File: src/rtl/hack_cpu_seq_if.sv
// Bus bundle for hack_cpu_seq: instruction fetch, data memory and ALU control/result signals.
// master = CPU side, slave = ROM/RAM/ALU environment side.
interface hack_cpu_seq_if #(
  parameter int unsigned PC_W = 15
) ();
  logic [15:0]     instr;
  logic            instr_valid;
  logic            instr_ready;
  logic [PC_W-1:0] pc;
  logic [PC_W-1:0] addr_m;
  logic            rd_m;
  logic [15:0]     in_m;
  logic            in_m_valid;
  logic [15:0]     out_m;
  logic            write_m;
  logic            write_ack;
  logic [15:0]     alu_x;
  logic [15:0]     alu_y;
  logic            alu_zx;
  logic            alu_nx;
  logic            alu_zy;
  logic            alu_ny;
  logic            alu_f;
  logic            alu_no;
  logic [15:0]     alu_out;
  logic            alu_zr;
  logic            alu_ng;

  modport master (
    input  instr, instr_valid, in_m, in_m_valid, write_ack, alu_out, alu_zr, alu_ng,
    output instr_ready, pc, addr_m, rd_m, out_m, write_m,
           alu_x, alu_y, alu_zx, alu_nx, alu_zy, alu_ny, alu_f, alu_no
  );

  modport slave (
    output instr, instr_valid, in_m, in_m_valid, write_ack, alu_out, alu_zr, alu_ng,
    input  instr_ready, pc, addr_m, rd_m, out_m, write_m,
           alu_x, alu_y, alu_zx, alu_nx, alu_zy, alu_ny, alu_f, alu_no
  );
endinterface

File: src/rtl/hack_cpu_seq.sv
// Multi-cycle Hack CPU sequencer: fetch, optional M read, one-cycle EXEC on the external ALU,
// optional M write. Holds A, D, PC; all outputs are registered.
module hack_cpu_seq #(
  parameter int unsigned     PC_W     = 15,
  parameter logic [PC_W-1:0] RESET_PC = '0
) (
  input logic            clk,
  input logic            rst_n,
  hack_cpu_seq_if.master bus
);

  typedef enum logic [1:0] {FETCH, READM, EXEC, WRITE} state_e;

  state_e          state_q, state_d;
  logic [15:0]     a_q, a_d;
  logic [15:0]     d_q, d_d;
  logic [11:0]     ir_q, ir_d;
  logic [15:0]     m_q, m_d;
  logic [PC_W-1:0] pc_q, pc_d;
  logic [PC_W-1:0] addr_m_q, addr_m_d;
  logic [15:0]     out_m_q, out_m_d;
  logic            rd_m_q, rd_m_d;
  logic            write_m_q, write_m_d;
  logic            instr_ready_q, instr_ready_d;
  logic [15:0]     alu_x_q, alu_x_d;
  logic [15:0]     alu_y_q, alu_y_d;
  logic [5:0]      ctrl_q, ctrl_d;
  logic [PC_W-1:0] pc_inc;
  logic            take;
  logic            unused_instr;

  assign pc_inc       = pc_q + PC_W'(1);
  assign unused_instr = &bus.instr[14:13];

  // ALU operands/controls are loaded on the edge entering EXEC so they are valid for exactly
  // that cycle, and fall back to zero by default everywhere else.
  always_comb begin
    state_d   = state_q;
    a_d       = a_q;
    d_d       = d_q;
    ir_d      = ir_q;
    m_d       = m_q;
    pc_d      = pc_q;
    addr_m_d  = addr_m_q;
    out_m_d   = out_m_q;
    rd_m_d    = rd_m_q;
    write_m_d = write_m_q;
    alu_x_d   = '0;
    alu_y_d   = '0;
    ctrl_d    = '0;
    take      = 1'b0;
    unique case (state_q)
      FETCH: begin
        if (bus.instr_valid) begin
          if (!bus.instr[15]) begin
            a_d  = {1'b0, bus.instr[14:0]};
            pc_d = pc_inc;
          end else begin
            ir_d = bus.instr[11:0];
            if (bus.instr[12]) begin
              state_d  = READM;
              addr_m_d = a_q[PC_W-1:0];
              rd_m_d   = 1'b1;
            end else begin
              state_d = EXEC;
              alu_x_d = d_q;
              alu_y_d = a_q;
              ctrl_d  = bus.instr[11:6];
            end
          end
        end
      end
      READM: begin
        if (bus.in_m_valid) begin
          m_d     = bus.in_m;
          rd_m_d  = 1'b0;
          state_d = EXEC;
          alu_x_d = d_q;
          alu_y_d = bus.in_m;
          ctrl_d  = ir_q[11:6];
        end
      end
      EXEC: begin
        take = (ir_q[2] & bus.alu_ng) | (ir_q[1] & bus.alu_zr) |
               (ir_q[0] & ~bus.alu_zr & ~bus.alu_ng);
        if (ir_q[5]) a_d = bus.alu_out;
        if (ir_q[4]) d_d = bus.alu_out;
        // a_q here is still the pre-EXEC A, so jump target and write address use A_old
        pc_d = take ? a_q[PC_W-1:0] : pc_inc;
        if (ir_q[3]) begin
          out_m_d   = bus.alu_out;
          addr_m_d  = a_q[PC_W-1:0];
          write_m_d = 1'b1;
          state_d   = WRITE;
        end else begin
          state_d = FETCH;
        end
      end
      WRITE: begin
        if (bus.write_ack) begin
          write_m_d = 1'b0;
          state_d   = FETCH;
        end
      end
      default: state_d = FETCH;
    endcase
    instr_ready_d = (state_d == FETCH);
  end

  always_ff @(posedge clk or negedge rst_n) begin
    if (!rst_n) begin
      state_q       <= FETCH;
      a_q           <= '0;
      d_q           <= '0;
      ir_q          <= '0;
      m_q           <= '0;
      pc_q          <= RESET_PC;
      addr_m_q      <= '0;
      out_m_q       <= '0;
      rd_m_q        <= 1'b0;
      write_m_q     <= 1'b0;
      instr_ready_q <= 1'b1;
      alu_x_q       <= '0;
      alu_y_q       <= '0;
      ctrl_q        <= '0;
    end else begin
      state_q       <= state_d;
      a_q           <= a_d;
      d_q           <= d_d;
      ir_q          <= ir_d;
      m_q           <= m_d;
      pc_q          <= pc_d;
      addr_m_q      <= addr_m_d;
      out_m_q       <= out_m_d;
      rd_m_q        <= rd_m_d;
      write_m_q     <= write_m_d;
      instr_ready_q <= instr_ready_d;
      alu_x_q       <= alu_x_d;
      alu_y_q       <= alu_y_d;
      ctrl_q        <= ctrl_d;
    end
  end

  assign bus.instr_ready = instr_ready_q;
  assign bus.pc          = pc_q;
  assign bus.addr_m      = addr_m_q;
  assign bus.rd_m        = rd_m_q;
  assign bus.out_m       = out_m_q;
  assign bus.write_m     = write_m_q;
  assign bus.alu_x       = alu_x_q;
  assign bus.alu_y       = alu_y_q;
  assign {bus.alu_zx, bus.alu_nx, bus.alu_zy, bus.alu_ny, bus.alu_f, bus.alu_no} = ctrl_q;

endmodule

File: src/flat_wrapper.sv
// flat-port wrapper written by rule: the top's interface ports become plain ports
module hack_cpu_seq_flat 
#(
  parameter int unsigned     PC_W     = 15,
  parameter logic [PC_W-1:0] RESET_PC = '0
)
  (clk, rst_n, bus_instr, bus_instr_valid, bus_in_m, bus_in_m_valid, bus_write_ack, bus_alu_out, bus_alu_zr, bus_alu_ng, bus_instr_ready, bus_pc, bus_addr_m, bus_rd_m, bus_out_m, bus_write_m, bus_alu_x, bus_alu_y, bus_alu_zx, bus_alu_nx, bus_alu_zy, bus_alu_ny, bus_alu_f, bus_alu_no);
  hack_cpu_seq_if #(.PC_W(PC_W)) bus_i ();
  input logic clk;
  input logic rst_n;
  input wire logic [$bits(bus_i.instr)-1:0] bus_instr;
  input wire logic [$bits(bus_i.instr_valid)-1:0] bus_instr_valid;
  input wire logic [$bits(bus_i.in_m)-1:0] bus_in_m;
  input wire logic [$bits(bus_i.in_m_valid)-1:0] bus_in_m_valid;
  input wire logic [$bits(bus_i.write_ack)-1:0] bus_write_ack;
  input wire logic [$bits(bus_i.alu_out)-1:0] bus_alu_out;
  input wire logic [$bits(bus_i.alu_zr)-1:0] bus_alu_zr;
  input wire logic [$bits(bus_i.alu_ng)-1:0] bus_alu_ng;
  output wire logic [$bits(bus_i.instr_ready)-1:0] bus_instr_ready;
  output wire logic [$bits(bus_i.pc)-1:0] bus_pc;
  output wire logic [$bits(bus_i.addr_m)-1:0] bus_addr_m;
  output wire logic [$bits(bus_i.rd_m)-1:0] bus_rd_m;
  output wire logic [$bits(bus_i.out_m)-1:0] bus_out_m;
  output wire logic [$bits(bus_i.write_m)-1:0] bus_write_m;
  output wire logic [$bits(bus_i.alu_x)-1:0] bus_alu_x;
  output wire logic [$bits(bus_i.alu_y)-1:0] bus_alu_y;
  output wire logic [$bits(bus_i.alu_zx)-1:0] bus_alu_zx;
  output wire logic [$bits(bus_i.alu_nx)-1:0] bus_alu_nx;
  output wire logic [$bits(bus_i.alu_zy)-1:0] bus_alu_zy;
  output wire logic [$bits(bus_i.alu_ny)-1:0] bus_alu_ny;
  output wire logic [$bits(bus_i.alu_f)-1:0] bus_alu_f;
  output wire logic [$bits(bus_i.alu_no)-1:0] bus_alu_no;
  assign bus_i.instr = bus_instr;
  assign bus_i.instr_valid = bus_instr_valid;
  assign bus_i.in_m = bus_in_m;
  assign bus_i.in_m_valid = bus_in_m_valid;
  assign bus_i.write_ack = bus_write_ack;
  assign bus_i.alu_out = bus_alu_out;
  assign bus_i.alu_zr = bus_alu_zr;
  assign bus_i.alu_ng = bus_alu_ng;
  assign bus_instr_ready = bus_i.instr_ready;
  assign bus_pc = bus_i.pc;
  assign bus_addr_m = bus_i.addr_m;
  assign bus_rd_m = bus_i.rd_m;
  assign bus_out_m = bus_i.out_m;
  assign bus_write_m = bus_i.write_m;
  assign bus_alu_x = bus_i.alu_x;
  assign bus_alu_y = bus_i.alu_y;
  assign bus_alu_zx = bus_i.alu_zx;
  assign bus_alu_nx = bus_i.alu_nx;
  assign bus_alu_zy = bus_i.alu_zy;
  assign bus_alu_ny = bus_i.alu_ny;
  assign bus_alu_f = bus_i.alu_f;
  assign bus_alu_no = bus_i.alu_no;
  hack_cpu_seq #(.PC_W(PC_W), .RESET_PC(RESET_PC)) u_core (.clk(clk), .rst_n(rst_n), .bus(bus_i));
endmodule
File: config.mk
export PLATFORM = sky130hd
export DESIGN_NAME = hack_cpu_seq_flat
export DESIGN_NICKNAME = d
export VERILOG_FILES = /design/src/rtl/hack_cpu_seq_if.sv /design/src/rtl/hack_cpu_seq.sv /design/src/flat_wrapper.sv
export SDC_FILE = /design/constraint.sdc
export NUM_CORES = 1
export LEC_CHECK = 0
export ABC_CLOCK_PERIOD_IN_PS = 3450
export CORE_MARGIN = 1.5
export CORE_UTILIZATION = 30
export CTS_BUF_LIST = sky130_fd_sc_hd__clkbuf_8
export CTS_CLUSTER_SIZE = 14
export DETAILED_ROUTE_END_ITERATION = 7
export SYNTH_ARGS = -nofsm -noshare
export SYNTH_HDL_FRONTEND = slang
export SYNTH_SLANG_ARGS = --single-unit
File: constraint.sdc
create_clock -name clk -period 3.45 [get_ports clk]
set_input_delay 0.5175 -clock clk [delete_from_list [all_inputs] [get_ports clk]]
set_output_delay 0.5175 -clock clk [all_outputs]
set_load 0.01 [all_outputs]
* Yosys cells after proc, flatten, opt, wreduce, memory -nomap -nowiden
Index checks and enable logic that the tools add are counted.
Cells by class: $add $sub $neg 1, eq/ne operators 11, multiplexer cells 43, bitwise gates (word level) 8, reduce and logical (&&, ||, !) cells 13
Operator list (number):
- $mux 16 | 11
- $mux 15 | 7
- $pmux 16 s2 | 3
- $pmux 15 s2 | 2
- $mux 6 | 4
- $add 15x1->15 const B | 1
- $mux 2 | 6
- $ne 2x2->1 const B | 6
- $pmux 6 s2 | 1
- $reduce_and 5->1 | 2
- $reduce_and 3->1 | 3
- $pmux 2 s4 | 1
- $mux 1 | 6
- $reduce_bool 2->1 | 3
- $and 1x1->1 | 4
- $eq 2x2->1 const B | 2
- $logic_not 2->1 | 2
- $ne 2x1->1 const B | 2
- $pmux 1 s2 | 2
- $reduce_and 2->1 | 2
- $reduce_and 4->1 | 1
- $eq 2x1->1 const B | 1
- $not 1->1 | 2
- $or 1x1->1 | 2
Storage, ports and cells: flip-flop bits (word level) 133, bits of input ports 55, output and inout bits 87, logic and storage cells 89

* Logic depth before layout (Yosys ltp)
Gate-level depths: netlist of the first run.
depth in word-level cells 6, depth in mapped cells 7, gate-level depth less buffers 5

* Least setup slack after synthesis of the first run
No wires, ideal clock.
path kind register to register, start register u_core.pc_q[0] (netlist: u_core.bus.pc[0]), end register u_core.pc_q[14] (netlist: u_core.bus.pc[14]), arrival time 1.784 ns, data required time 3.327 ns, path slack 1.543 ns, cell stages (with the launch flop) 6, path buffers 0, cell sequence dfrtp_1 > ha_1 > nand2_1 > or4_1 > or4b_1 > o221a_2
On the way: cells in the longest elaborated chain, start to end 4, elaborated cells between the ends (all ways) 5, classes of those cells add/sub: 1; mux: 4
Ends and longest elaborated chain:
- start: declaration | line hack_cpu_seq.sv:19 | logic [PC_W-1:0] pc_q, pc_d;
- start signal: assignment | line hack_cpu_seq.sv:132 | pc_q <= pc_d;
- $add 15x1->15 (*) | line hack_cpu_seq.sv:32 | assign pc_inc = pc_q + PC_W'(1);
- $mux 15 | line hack_cpu_seq.sv:55 | if (!bus.instr[15]) begin
- $mux 15 | line hack_cpu_seq.sv:54 | if (bus.instr_valid) begin
- $pmux 15 s2 (*) | line hack_cpu_seq.sv:52 | unique case (state_q)
Mark *: on every way between the ends. The rest lies on a longest branch, timed or not. The select of a mux whose other input is x is not followed. A chain may end at the register's enable or synchronous reset.

* Worst setup path after layout of the first run
start register u_core.state_q[0], end register u_core.out_m_q[12] (netlist: u_core.bus.out_m[12])
On the way: cells in the longest elaborated chain, start to end 2
Ends and longest elaborated chain:
- start: declaration | line hack_cpu_seq.sv:14 | state_e state_q, state_d;
- start signal: assignment | line hack_cpu_seq.sv:127 | state_q <= state_d;
- $eq 2x2->1 | line hack_cpu_seq.sv:52
- $reduce_and 2->1 (no line)
- end signal: assignment | line hack_cpu_seq.sv:134 | out_m_q <= out_m_d;
- end: declaration | line hack_cpu_seq.sv:21 | logic [15:0] out_m_q, out_m_d;
Every way passes these cells.

==> impl_metrics.py, run 1 <==
metrics = {
    "logic_synthesis": {
        "synth_top_area_share_pct": 60.9,
        "synth-compound-area-share_pct": 10.7,
        "synth_mux_area_share_pct": 16.0,
        "syn_area_mm2": 0.00542,
        "yosysSeqAreaShare_pct": 61.4,
        "synth.net_count": 478,
        "synthDistinctLibCells": 47,
        "synthXorXnorAreaFrac_pct": 0.323,
        "synthTopCellsByArea": "dfrtp_1, mux2_2, a22o_1",
        "post_synth.cell_area_avg_um2": 12.8,
        "ys_warn_count": 0,
        "synthAdderAreaFrac_pct": 0.231,
        "postSynthCellCount": 422,
        "synthSimpleGateAreaFrac_pct": 9.12,
        "yosysMostFrequentCell": "dfrtp_1",
        "ys_async_sr_fraction_pct": 100,
        "synth_edf_count": 0,
        "synth_seq_cells": 133,
        "synth-main-ff-cell": "dfrtp_1",
        "synth_top_cell_by_area": "dfrtp_1",
        "synth_top_family_by_area": "multiplexers",
        "synthTopCellsByCount": "dfrtp_1, mux2_2, nand2_1, a22o_1, o21ai_0",
    },
    "routing": {
        "vias": 3961,
        "post_drt_wl_per_cell_um": 18.5,
        "wl_um": 14900,
        "drt_first_iter_violations": 166,
        "drtPass1Iterations": 4,
        "route.detailed.drc": 0,
        "ant_nets": 0,
        "post_drt_via_cell_ratio": 4.91,
    },
    "run": {
        "drv_cap": 0,
    },
    "cts": {
        "cts_tree": "built",
        "cts.path.max_buffers": 2,
        "cts_buffers": 17,
        "cts_resized": 0,
        "clk_pin_slew_worst_paths_ps": 70,
        "hold_buffers": 0,
        "cts.sinks": 133,
        "htree_levels": 4,
        "post-cts-setup-buffers": 0,
        "worstSkewPairLatency_ps": 440,
        "root_buffer": "clkbuf_8",
    },
    "hold_path": {
        "min_path_type": "in -> async",
    },
    "cells_and_area": {
        "fin_nets": 627,
        "fillers": 1619,
        "post_route_cells_drive_above_1_share_pct": 18.6,
        "seqCellArea_mm2": 0.00333,
        "multi_input_comb_area_mm2": 0.00199,
        "diodes": 0,
        "syn2layout_area_growth_pct": 38.1,
        "layoutNonFillerInstCount": 806,
    },
    "sta": {
        "fin_hold_ws_ps": 236,
        "rsz0062_at_grt": "false",
        "max_freq_ghz": 0.445,
        "fin_worst_skew_ps": 6.95,
        "hold_viol": 0,
        "tns_ps": 0,
        "worst_pin_slew_ps": 1100,
        "relSlewSlack_pct": 26.7,
        "min_period_ps": 2250,
        "period_share_pct": 65.2,
        "drv_slew": 0,
        "setup_viol": 0,
    },
    "power": {
        "pwr-share-clk_pct": 19.2,
        "internal_power_mw": 4.27,
        "total_power_mw": 6.40,
        "power_frac_comb_pct": 38.0,
        "seq_power_share_pct": 42.8,
        "p_leak_nw": 3.20,
        "ir_worst_vdd_mv": 0.313,
        "sw_frac_of_total_pct": 33.3,
        "power_density_mw_per_mm2": 855,
        "p_sw_mw": 2.13,
    },
    "grt": {
        "grt_pass1_wl_um": 22700,
        "grt_antenna_before_repair": 0,
        "grt_usage_pct": 16.5,
        "grt.overflow.total": 0,
        "grt_pass1_vias": 3978,
        "grt_max_degree": 119,
    },
    "die": {
        "fp.dieH_um": 137,
        "dieWidth_um": 137,
        "design.core.area_mm2": 0.0175,
        "initial_core_util_pct": 31.0,
        "rows": 48,
        "die_area_mm2": 0.0189,
        "io_pins": 142,
    },
    "worst_setup_path": {
        "cp_top_family": "simple AND/OR/NAND/NOR gates",
        "worstSetupPathType": "reg -> reg",
        "crit_arrival_ps": 2570,
        "cp_max_fo": 16,
        "path_cells": "nor2b_2, nand2_1, mux2_2",
        "startpoint_type": "register",
        "crit_required_ps": 3770,
        "cp-end-kind": "register",
        "crit_buf_inv": 0,
        "slowest_delay_ps": 640,
        "cpMaxStageDelayCell": "nand2_1",
    },
    "placement": {
        "placed_cells": 777,
        "port-buffer-count": 141,
        "dp_hpwl_um": 10400,
        "gp_congestion": 0.831,
    },
    "status": {
        "outcome": "completed",
    },
}
cell usage in the layout (no fill, tap or decap), types with 2 or more instances in the layout:
cell / count
clkdlybuf4s50_1: 140
dfrtp_1: 132
mux2_2: 59
nand2_1: 35
a22o_1: 24
o21ai_0: 21
mux2i_1: 20
clkbuf_8: 20
and2_1: 17
a21oi_1: 12
buf_4: 12
inv_1: 10
nand3_1: 9
nor2_1: 5
or4_1: 5
o211ai_1: 4
nand4_1: 3
nor3_1: 3
a31oi_1: 3
clkinv_2: 3
or3_1: 2
and3_1: 2
o21a_1: 2
o21ai_1: 2
o221a_2: 2
a2bb2oi_1: 2
o22ai_1: 2
xor2_1: 2
nand2b_1: 2
bufinv_16: 2
power by group through the flow:
stage	logic, mW	clock network (mW)	registers, mW
floorplan	1.13	0	2.75
global placement	2.42	0	2.75
detailed placement	2.47	0	2.77
CTS	2.48	1.27	2.74
global route	2.65	1.35	2.83
finish	2.43	1.23	2.74
stage by stage:
step	utilization, %	cell area [µm²]	setup WS [ps]
after global placement	40.8	7120	909
after detailed placement	40.8	7120	848
final	42.8	7490	1200
after floorplan	-	5420	1540
after global routing	42.8	7490	1030
after CTS	42.8	7490	1090
sequential cells by signal (all words and copies together), names as in the netlist:
name and count:
u_core.ir_q 12, u_core.state_q 2, u_core.bus.pc 15, u_core.bus.out_m 16
u_core.bus.write_m 1, u_core.bus.instr_ready 1, u_core.bus.rd_m 1, u_core.a_q 16
u_core.bus.alu_y 16, u_core.d_q 16, u_core.bus.addr_m 15, u_core.bus.alu_x 16
u_core.ctrl_q 6
layout make-up:
type | instances | share of cell area (%)
Tap cell | 225 | 3.76
Multi-Input combinational cell | 260 | 26.5
Sequential cell | 133 | 44.5
Clock inverter | 9 | 1.20
Timing Repair Buffer | 153 | 20.1
Clock buffer | 20 | 3.68
Inverter | 6 | 0.301
worst paths after layout:
path	startpoint	to	slack, ps	depth (start not counted)
min reg2reg	u_core.d_q[2]	u_core.bus.alu_x[2]	480	1
min	rst_n	u_core.bus.pc[1]	240	1
max in group asynchronous	rst_n	u_core.a_q[8]	2330	2
max reg2reg	u_core.state_q[0]	u_core.bus.out_m[12]	1200	3
max	u_core.state_q[0]	u_core.bus.out_m[12]	1200	3
min in group clk	u_core.d_q[2]	u_core.bus.alu_x[2]	480	1
per-layer routing:
metal	GRT usage, %	part of all wire (%)	vias up
li1	-	-	1818
met1	21.8	45	1993
met2	25.6	47	133
met3	5.04	5.8	17
met4	5.96	1.4	0
met5	0	0	-
logic make-up after synthesis:
family / count (synthesis)
xor+xnor: 2
buf+inv: 29
fa+ha+maj: 1
flops: 133
simple gates: 95
compound gates: 83
mux: 79
Power figures use the tool's default switching activity.
==> run 2, diff against run 1 <==
Settings changed: ABC_CLOCK_PERIOD_IN_PS 3450 to 2000.
Clock period 3.45 ns to 2 ns, I/O delays scaled along.
==> impl_metrics.py, run 2 (same netlist as run 1, synthesis figures left out) <==
metrics = {
    "sta": {
        "fin_worst_skew_ps": 7.82,
        "min_period_ps": 1890,
        "rsz0062_at_grt": "false",
        "relSlewSlack_pct": 67.2,
        "fin_hold_ws_ps": 379,
        "tns_ps": 0,
        "worst_pin_slew_ps": 488,
        "drv_slew": 0,
        "max_freq_ghz": 0.529,
        "setup_viol": 0,
        "hold_viol": 0,
        "period_share_pct": 94.6,
    },
    "power": {
        "p_leak_nw": 3.35,
        "power_frac_comb_pct": 41.0,
        "p_sw_mw": 3.75,
        "power_density_mw_per_mm2": 1460,
        "total_power_mw": 11.3,
        "internal_power_mw": 7.58,
        "seq_power_share_pct": 40.5,
        "pwr-share-clk_pct": 18.4,
        "sw_frac_of_total_pct": 33.1,
        "ir_worst_vdd_mv": 0.578,
    },
    "die": {
        "fp.dieH_um": 137,
        "design.core.area_mm2": 0.0175,
        "rows": 48,
        "io_pins": 142,
        "dieWidth_um": 137,
        "die_area_mm2": 0.0189,
        "initial_core_util_pct": 31.0,
    },
    "hold_path": {
        "min_path_type": "in -> async",
    },
    "status": {
        "outcome": "completed",
    },
    "cts": {
        "cts_tree": "built",
        "cts_buffers": 17,
        "root_buffer": "clkbuf_8",
        "cts.path.max_buffers": 2,
        "cts_resized": 0,
        "post-cts-setup-buffers": 0,
        "clk_pin_slew_worst_paths_ps": 70,
        "worstSkewPairLatency_ps": 440,
        "htree_levels": 4,
        "cts.sinks": 133,
    },
    "worst_setup_path": {
        "cp-end-kind": "register",
        "path_cells": "nand4_1, or4_1, or4b_1, o221a_2",
        "crit_required_ps": 2330,
        "cp_max_fo": 4,
        "cp_top_family": "simple AND/OR/NAND/NOR gates",
        "startpoint_type": "register",
        "crit_arrival_ps": 2220,
        "cpMaxStageDelayCell": "or4_1",
        "worstSetupPathType": "reg -> reg",
        "slowest_delay_ps": 570,
        "crit_buf_inv": 0,
        "rrSetupSlack_ps": 110,
    },
    "routing": {
        "post_drt_via_cell_ratio": 4.80,
        "drt_first_iter_violations": 157,
        "post_drt_wl_per_cell_um": 17.8,
        "vias": 4005,
        "drtPass1Iterations": 4,
        "wl_um": 14800,
        "ant_nets": 0,
        "route.detailed.drc": 0,
    },
    "cells_and_area": {
        "post_route_cells_drive_above_1_share_pct": 22.3,
        "layoutNonFillerInstCount": 834,
        "final_cell_mix": "clkdlybuf4s50_1, dfrtp_1, mux2_2",
        "fin_nets": 652,
        "multi_input_comb_area_mm2": 0.00199,
        "fillers": 1585,
        "syn2layout_area_growth_pct": 43.4,
        "final_common_cell": "clkdlybuf4s50_1",
        "seqCellArea_mm2": 0.00333,
        "diodes": 0,
    },
    "grt": {
        "grt_usage_pct": 16.7,
        "grt_pass1_wl_um": 23100,
        "grt_antenna_before_repair": 0,
        "grt.overflow.total": 0,
        "grt_pass1_vias": 4075,
        "grt_max_degree": 49,
    },
    "run": {
        "drv_cap": 0,
    },
    "placement": {
        "gp_congestion": 0.862,
        "dp_hpwl_um": 11000,
        "placed_cells": 801,
        "port-buffer-count": 141,
    },
}
run 2: cell count changes in the layout (fill, tap and decap cells not counted):
| cell | previous run | this run |
|---|---|---|
| clkinv_2 | 3 | 4 |
| clkinv_4 | 0 | 1 |
| clkinvlp_4 | 0 | 2 |
| clkbuf_8 | 20 | 21 |
| buf_12 | 0 | 7 |
| dlygate4sd3_1 | 0 | 1 |
| bufinv_16 | 2 | 1 |
| inv_1 | 10 | 9 |
| buf_4 | 12 | 29 |
run 2: path summary, 6_finish.rpt:
path | cells past startpoint | from | to
worst max-delay path | 4 | u_core.bus.pc[9] | u_core.bus.pc[14]
worst min-delay path | 2 | rst_n | u_core.bus.pc[0]
worst max register to register | 4 | u_core.bus.pc[9] | u_core.bus.pc[14]
worst min register to register | 1 | u_core.d_q[3] | u_core.bus.alu_x[3]
max in group asynchronous | 3 | rst_n | u_core.d_q[9]
min in group clk | 2 | bus_in_m[14] | u_core.bus.alu_y[14]
run 2: per-layer routing:
layer  share of wire [%]  GRT usage [%]
met3                 5.8           5.08
met4                 1.9           6.43
met5                   0              0
met2                  48           26.4
met1                  44           21.6
run 2: power by group through the flow:
stage	Sequential, mW	Combinational (mW)	Clock, mW
4_1_cts	4.61	4.73	2.18
6_report	4.59	4.65	2.09
2_1_floorplan	4.75	1.95	0
3_5_place_dp	4.66	4.71	0
3_3_place_gp	4.61	4.63	0
5_1_grt	4.75	5.05	2.29
run 2: through the flow:
stage	area, µm²	utilization, %	worst slack (ps)
finish	7770	44.5	108
global route	7770	44.5	18.3
CTS	7770	44.5	125
detailed placement	7390	42.3	-109
global placement	7390	42.3	-46.3
floorplan	5420	-	93.1
run 2: cell type report:
class / instances / area share [%]
inverters: 6 / 0.290
flip-flops and latches: 133 / 42.8
clock buffers: 21 / 3.72
well taps: 225 / 3.62
multi-input cells: 260 / 25.5
repair buffers: 178 / 22.9
clock inverters: 11 / 1.09
run 2: what timing repair did:
item | in CTS | in global routing
hold buffers | 1 | 0
endpoints found under the setup margin | 0 | 0
endpoints found under the hold margin | 45 | 0
==> edit 1, RTL diff (flow settings as in run 2) <==
Encoding of `state_e`: now one-hot (4 bits for 4 states).
--- a/src/rtl/hack_cpu_seq.sv
+++ b/src/rtl/hack_cpu_seq.sv
@@ -9,7 +9,7 @@
   hack_cpu_seq_if.master bus
 );
 
-  typedef enum logic [1:0] {FETCH, READM, EXEC, WRITE} state_e;
+  typedef enum logic [3:0] {FETCH = 4'b0001, READM = 4'b0010, EXEC = 4'b0100, WRITE = 4'b1000} state_e;
 
   state_e          state_q, state_d;
   logic [15:0]     a_q, a_d;
Formal check against the unedited RTL: no difference found for any inputs over 4 cycles, from zero or initial values and one cycle with rst_n low; so few cycles prove little.
==> edit 1 against run 2 <==
- area after synthesis grew 3.8%
- highest routed layer unchanged
- critical path type unchanged
- non-clock buffer count shrank 7
- wire length up 0.76%
- largest cell class unchanged
- worst setup slack lost 34 ps
- sequential cell count up 2
- hold slack improved by 17 ps
- critical path depth increased by 1
- via count is 1.2% higher
- cell area rose by 0.69%
- the flow now finishes with violations (DRC)
Power is not compared: it rests on default switching activity, and its combinational part moved more than twofold at a synthesized area within 25%.
==> edit 1: results (changes against run 2) <==
| Metric | Value |
|---|---|
| Multi-input logic area | `2105 um^2 (+6.0%)` |
| Synth Area in XOR/XNOR | `0 (-0.003232)` |
| Worst hold path type | `in -> async` |
| Non-Filler Instances | `825 (-1.1%)` |
| Failing checks | `DRC` |
| Top post-synthesis cells by area | `dfrtp_1 59%, mux2_2 9.8%, mux2i_1 3.9%` |
| Synthesized area | `5627 um^2 (+3.8%)` |
| Largest net degree at the start of global routing | `52 (+6.1%)` |
| Worst slack at placement | `18.50 ps (+127.9 ps)` |
| Mapped Nets | `480 (+0.42%)` |
| Crit path max fanout | `15 (+11)` |
| Drt wl/cell | `18.10 um (+1.9%)` |
| Slowest cell on crit path | `dfrtp_1` |
| Placed Cells | `793 (-1.0%)` |
| Relative slew slack | `0.6603 (-0.01206)` |
| Result of the run | `finished with violations` |
| Fraction of final layout cells sized beyond drive strength 1 | `0.2118 (-0.01155)` |
| Vias | `4052 (+1.2%)` |
| I/O Buffers | `141 (unchanged)` |
| Detail Placement HPWL | `10.99 mm (+0.14%)` |
| Num CTS Buffers | `17 (unchanged)` |
| Fin Clk Skew | `10.14 ps (+2.319 ps)` |
| Sequential cell area fraction in the yosys report | `0.6008 (-0.01342)` |
| RePlAce Congestion | `0.8982 (+4.2%)` |
| Clock slew at reported path FFs | `80 ps` |
| Initial DRT Pass Iterations | `6 (+2)` |
| Initial antenna violation count | `1 (+1)` |
| Vias in the first global route | `4254 (+4.4%)` |
| CTS Root Cell | `clkbuf_8` |
| First-pass GRT wire length | `24.21 mm (+4.8%)` |
| Synth cell types | `48 (+2.1%)` |
| Post-synthesis compound-gate area fraction | `0.1110 (+0.003853)` |
| DRC | `9 (+9)` |
| Cell Area, Placed | `7455 um^2 (+0.88%)` |
| Mux cell area share after synthesis | `0.1639 (+0.004376)` |
| Synth Area in Adders | `0.002224 (-0.00008470)` |
| Worst EP arrival | `2230 ps` |
| Total track usage | `0.1635 (-0.003862)` |
| Filler cells | `1655 (+4.4%)` |
| Commonest cells in the netlist | `133 x dfrtp_1, 49 x mux2_2, 26 x nand2_1` |
| Net count, final | `640 (-1.8%)` |
| Cells after synthesis | `424 (+0.47%)` |
| Drt initial violations | `233 (+48%)` |
[edit 1: cell count changes after synthesis, moves of 4 or more]
cell / delta
mux2_4: +10
buf_6: +4
o211ai_1: -4
nand2_1: -9
a21oi_1: -8
nor4_1: +4
a221o_1: +7
and3_1: +6
a21o_1: +5
mux2_2: -10
inv_1: -4
[edit 1: layout make-up]
cell class                      count  area share
Sequential cell                   135      0.4321
Multi-Input combinational cell    257      0.2689
Timing Repair Buffer              171      0.2180
Tap cell                          229     0.03660
Clock buffer                       18     0.03165
Clock inverter                     12     0.01151
Inverter                            2   0.0009591
Antenna cell                        1   0.0003197
[edit 1: worst max-delay path, delay by kind of cell (launching register included)]
| kind | cells | cell delay (ps) |
|---|---|---|
| buf+inv | 1 | 160 |
| flops | 1 | 560 |
| mux | 1 | 300 |
| simple gates | 2 | 610 |
| compound gates | 1 | 160 |
[edit 1: per-layer routing]
metal  global-route usage  up-vias  part of all wire
met5                    0        -                 0
met4              0.06260        0             0.015
met3              0.05641       17             0.064
met2               0.2509      126              0.47
met1               0.2135     2036              0.45
li1                     -     1873                 -
[edit 1: worst paths after layout]
kind | start | end | slack, ps | depth (start not counted)
max | u_core.state_q[2] | u_core.bus.addr_m[9] | 70 | 5
max reg2reg | u_core.state_q[2] | u_core.bus.addr_m[9] | 70 | 5
min reg2reg | u_core.d_q[11] | u_core.bus.alu_x[11] | 480 | 1
max in group asynchronous | rst_n | u_core.bus.instr_ready | 930 | 3
min | rst_n | u_core.bus.alu_y[4] | 400 | 2
min in group clk | u_core.d_q[11] | u_core.bus.alu_x[11] | 480 | 1
[edit 1: what timing repair did]
item / in CTS / in global routing
gates resized for setup: 0 / 4
endpoints found under the setup margin: 0 / 54
hold endpoints to repair: 49 / 0
hold buffers: 1 / 0
==> edit 2, RTL diff (flow settings as in run 2) <==
Made on the original files. Make the reset (`rst_n`) synchronous in one clocked block.
--- a/src/rtl/hack_cpu_seq.sv
+++ b/src/rtl/hack_cpu_seq.sv
@@ -107,7 +107,7 @@
     instr_ready_d = (state_d == FETCH);
   end
 
-  always_ff @(posedge clk or negedge rst_n) begin
+  always_ff @(posedge clk) begin
     if (!rst_n) begin
       state_q       <= FETCH;
       a_q           <= '0;
Check against the original RTL: differs if rst_n is asserted again (counterexample within 4 cycles, from zero or initial values and one cycle with rst_n low); with rst_n held inactive, the same outputs for 4 cycles.
==> edit 2 against run 2 <==
- wire length rose by 14%
- utilization fell by 0.91 points
- global-route usage rose by 2.2 points
- non-clock buffer count fell by 7
- count of clock-buffer cells in the layout fell by 1
- die area fell by 3.6%
- register-to-register slack improved by 110 ps
- sequential cell count did not move
- area after synthesis fell by 3.7%
- cell area fell by 4.1%
- hold slack improved by 76 ps
- cell count rose by 16%
- worst setup slack improved by 20 ps
- critical endpoint is now bus_pc[2]
Power is not compared: it rests on default switching activity, and its combinational part moved more than twofold at a synthesized area within 25%.
==> edit 2: results (changes against run 2) <==
| Metric | Value |
|---|---|
| Sequential cell area fraction in the yosys report | `0.5102 (-0.1041)` |
| Initial DRT Pass Iterations | `5 (+1)` |
| RePlAce Congestion | `0.8279 (-3.9%)` |
| Placed Cells | `938 (+17%)` |
| Fin Clk Skew | `15.04 ps (+7.220 ps)` |
| Delay-heaviest family, CP | `buffers and inverters` |
| Result of the run | `finished clean` |
| Vias in the first global route | `4808 (+18%)` |
| RR Endpoint | `u_core.bus.out_m[1]` |
| Reg2reg setup slack | `220 ps (+110 ps)` |
| Fraction of final layout cells sized beyond drive strength 1 | `0.09543 (-0.1279)` |
| Largest net degree at the start of global routing | `74 (+51%)` |
| Worst slack at placement | `-35.56 ps (+73.80 ps)` |
| Worst EP arrival | `1570 ps (-650 ps)` |
| Vias | `4870 (+22%)` |
| Syn Area/Cell | `8.936 um^2 (-30%)` |
| Synth cell types | `51 (+8.5%)` |
| Non-Filler Instances | `969 (+16%)` |
| Ys async rst share | `0 (-1.000)` |
| Clock slew at reported path FFs | `90 ps (+20 ps)` |
| Largest stage delay, worst path | `620 ps (+50 ps)` |
| Pin slew with the least headroom to its limit | `547.0 ps (+58.78 ps)` |
| Net count, final | `788 (+21%)` |
| Slowest cell on crit path | `clkdlybuf4s50_1` |
| Drt wl/cell | `17.40 um (-2.1%)` |
| Total track usage | `0.1889 (+0.02156)` |
| Top post-synthesis cells by area | `dfxtp_1 51%, nand2_1 8.1%, mux2i_1 7.1%` |
| Crit path max fanout | `9 (+5)` |
==> edit 2: changes by cell type in the layout (fill, tap and decap cells not counted), moves of 24 or more <==
cell / run 2 / this run
dfxtp_1: 0 / 133
dfrtp_1: 132 / 0
a21oi_1: 12 / 55
mux2_2: 59 / 0
a22o_1: 24 / 0
nand2_1: 35 / 112
nor2_1: 5 / 59
==> edit 2: kinds of logic after synthesis <==
kind of cell / after synthesis / share of synthesized area
flip-flops: 133 / 0.5102
buffers and inverters: 48 / 0.04507
AO/OA/AOI/OAI: 140 / 0.1772
multiplexers: 38 / 0.07384
AND/OR/NAND/NOR: 224 / 0.1913
adder cells (fa/ha/maj): 1 / 0.002397
==> edit 2: where the power goes <==
part	switching [W]	total, W	internal [W]
clock	0.00105	0.00238	0.00133
sequential	0.0000868	0.00281	0.00272
combinational	0.000300	0.000590	0.000290
==> edit 2: cell type report <==
| type | instances | area (um^2) | share of cell area |
|---|---|---|---|
| timing repair buffer | 171 | 1737 | 0.2329 |
| multi-input combinational | 403 | 2331 | 0.3126 |
| tap | 225 | 281.5 | 0.03775 |
| clock buffer | 20 | 275.3 | 0.03691 |
| clock inverter | 11 | 147.6 | 0.01980 |
| inverter | 6 | 22.52 | 0.003020 |
| sequential | 133 | 2663 | 0.3570 |
==> edit 2: per-layer routing <==
metal / track usage / wire length (um)
met1: 0.2300 / 7109
met2: 0.3071 / 7896
met3: 0.06044 / 1321
met4: 0.08124 / 536
met5: 0 / 0
==> edit 2: how the worst max path moves through the flow <==
stage / to / cells after the start / from / slack, ps
final: bus_pc[2] / 1 / u_core.bus.pc[2] / 130
after global placement: u_core.bus.pc[0] / 5 / bus_alu_ng / -30
after floorplan: u_core.bus.pc[14] / 4 / u_core.bus.pc[7] / 510
after detailed placement: u_core.bus.pc[0] / 5 / bus_alu_ng / -40
after CTS: bus_pc[2] / 1 / u_core.bus.pc[2] / 110
after global routing: bus_pc[2] / 1 / u_core.bus.pc[2] / 60
==> edit 2: worst reg2reg max path, cell delays in order (launching register included) <==
cell and delay [ps]:
dfxtp_1 420, nor2b_2 200, buf_4 330, nand2_1 420
nand2_1 190, a21oi_1 80
==> edit 2: stage by stage <==
stage | util | power [W] | area, um^2
finish | 0.4357 | 0.005776 | 7457
global route | 0.4357 | 0.006019 | 7457
CTS | 0.4357 | 0.005831 | 7457
detailed placement | 0.4110 | 0.003459 | 7034
global placement | 0.4110 | 0.003442 | 7034
floorplan | - | 0.003097 | 5219
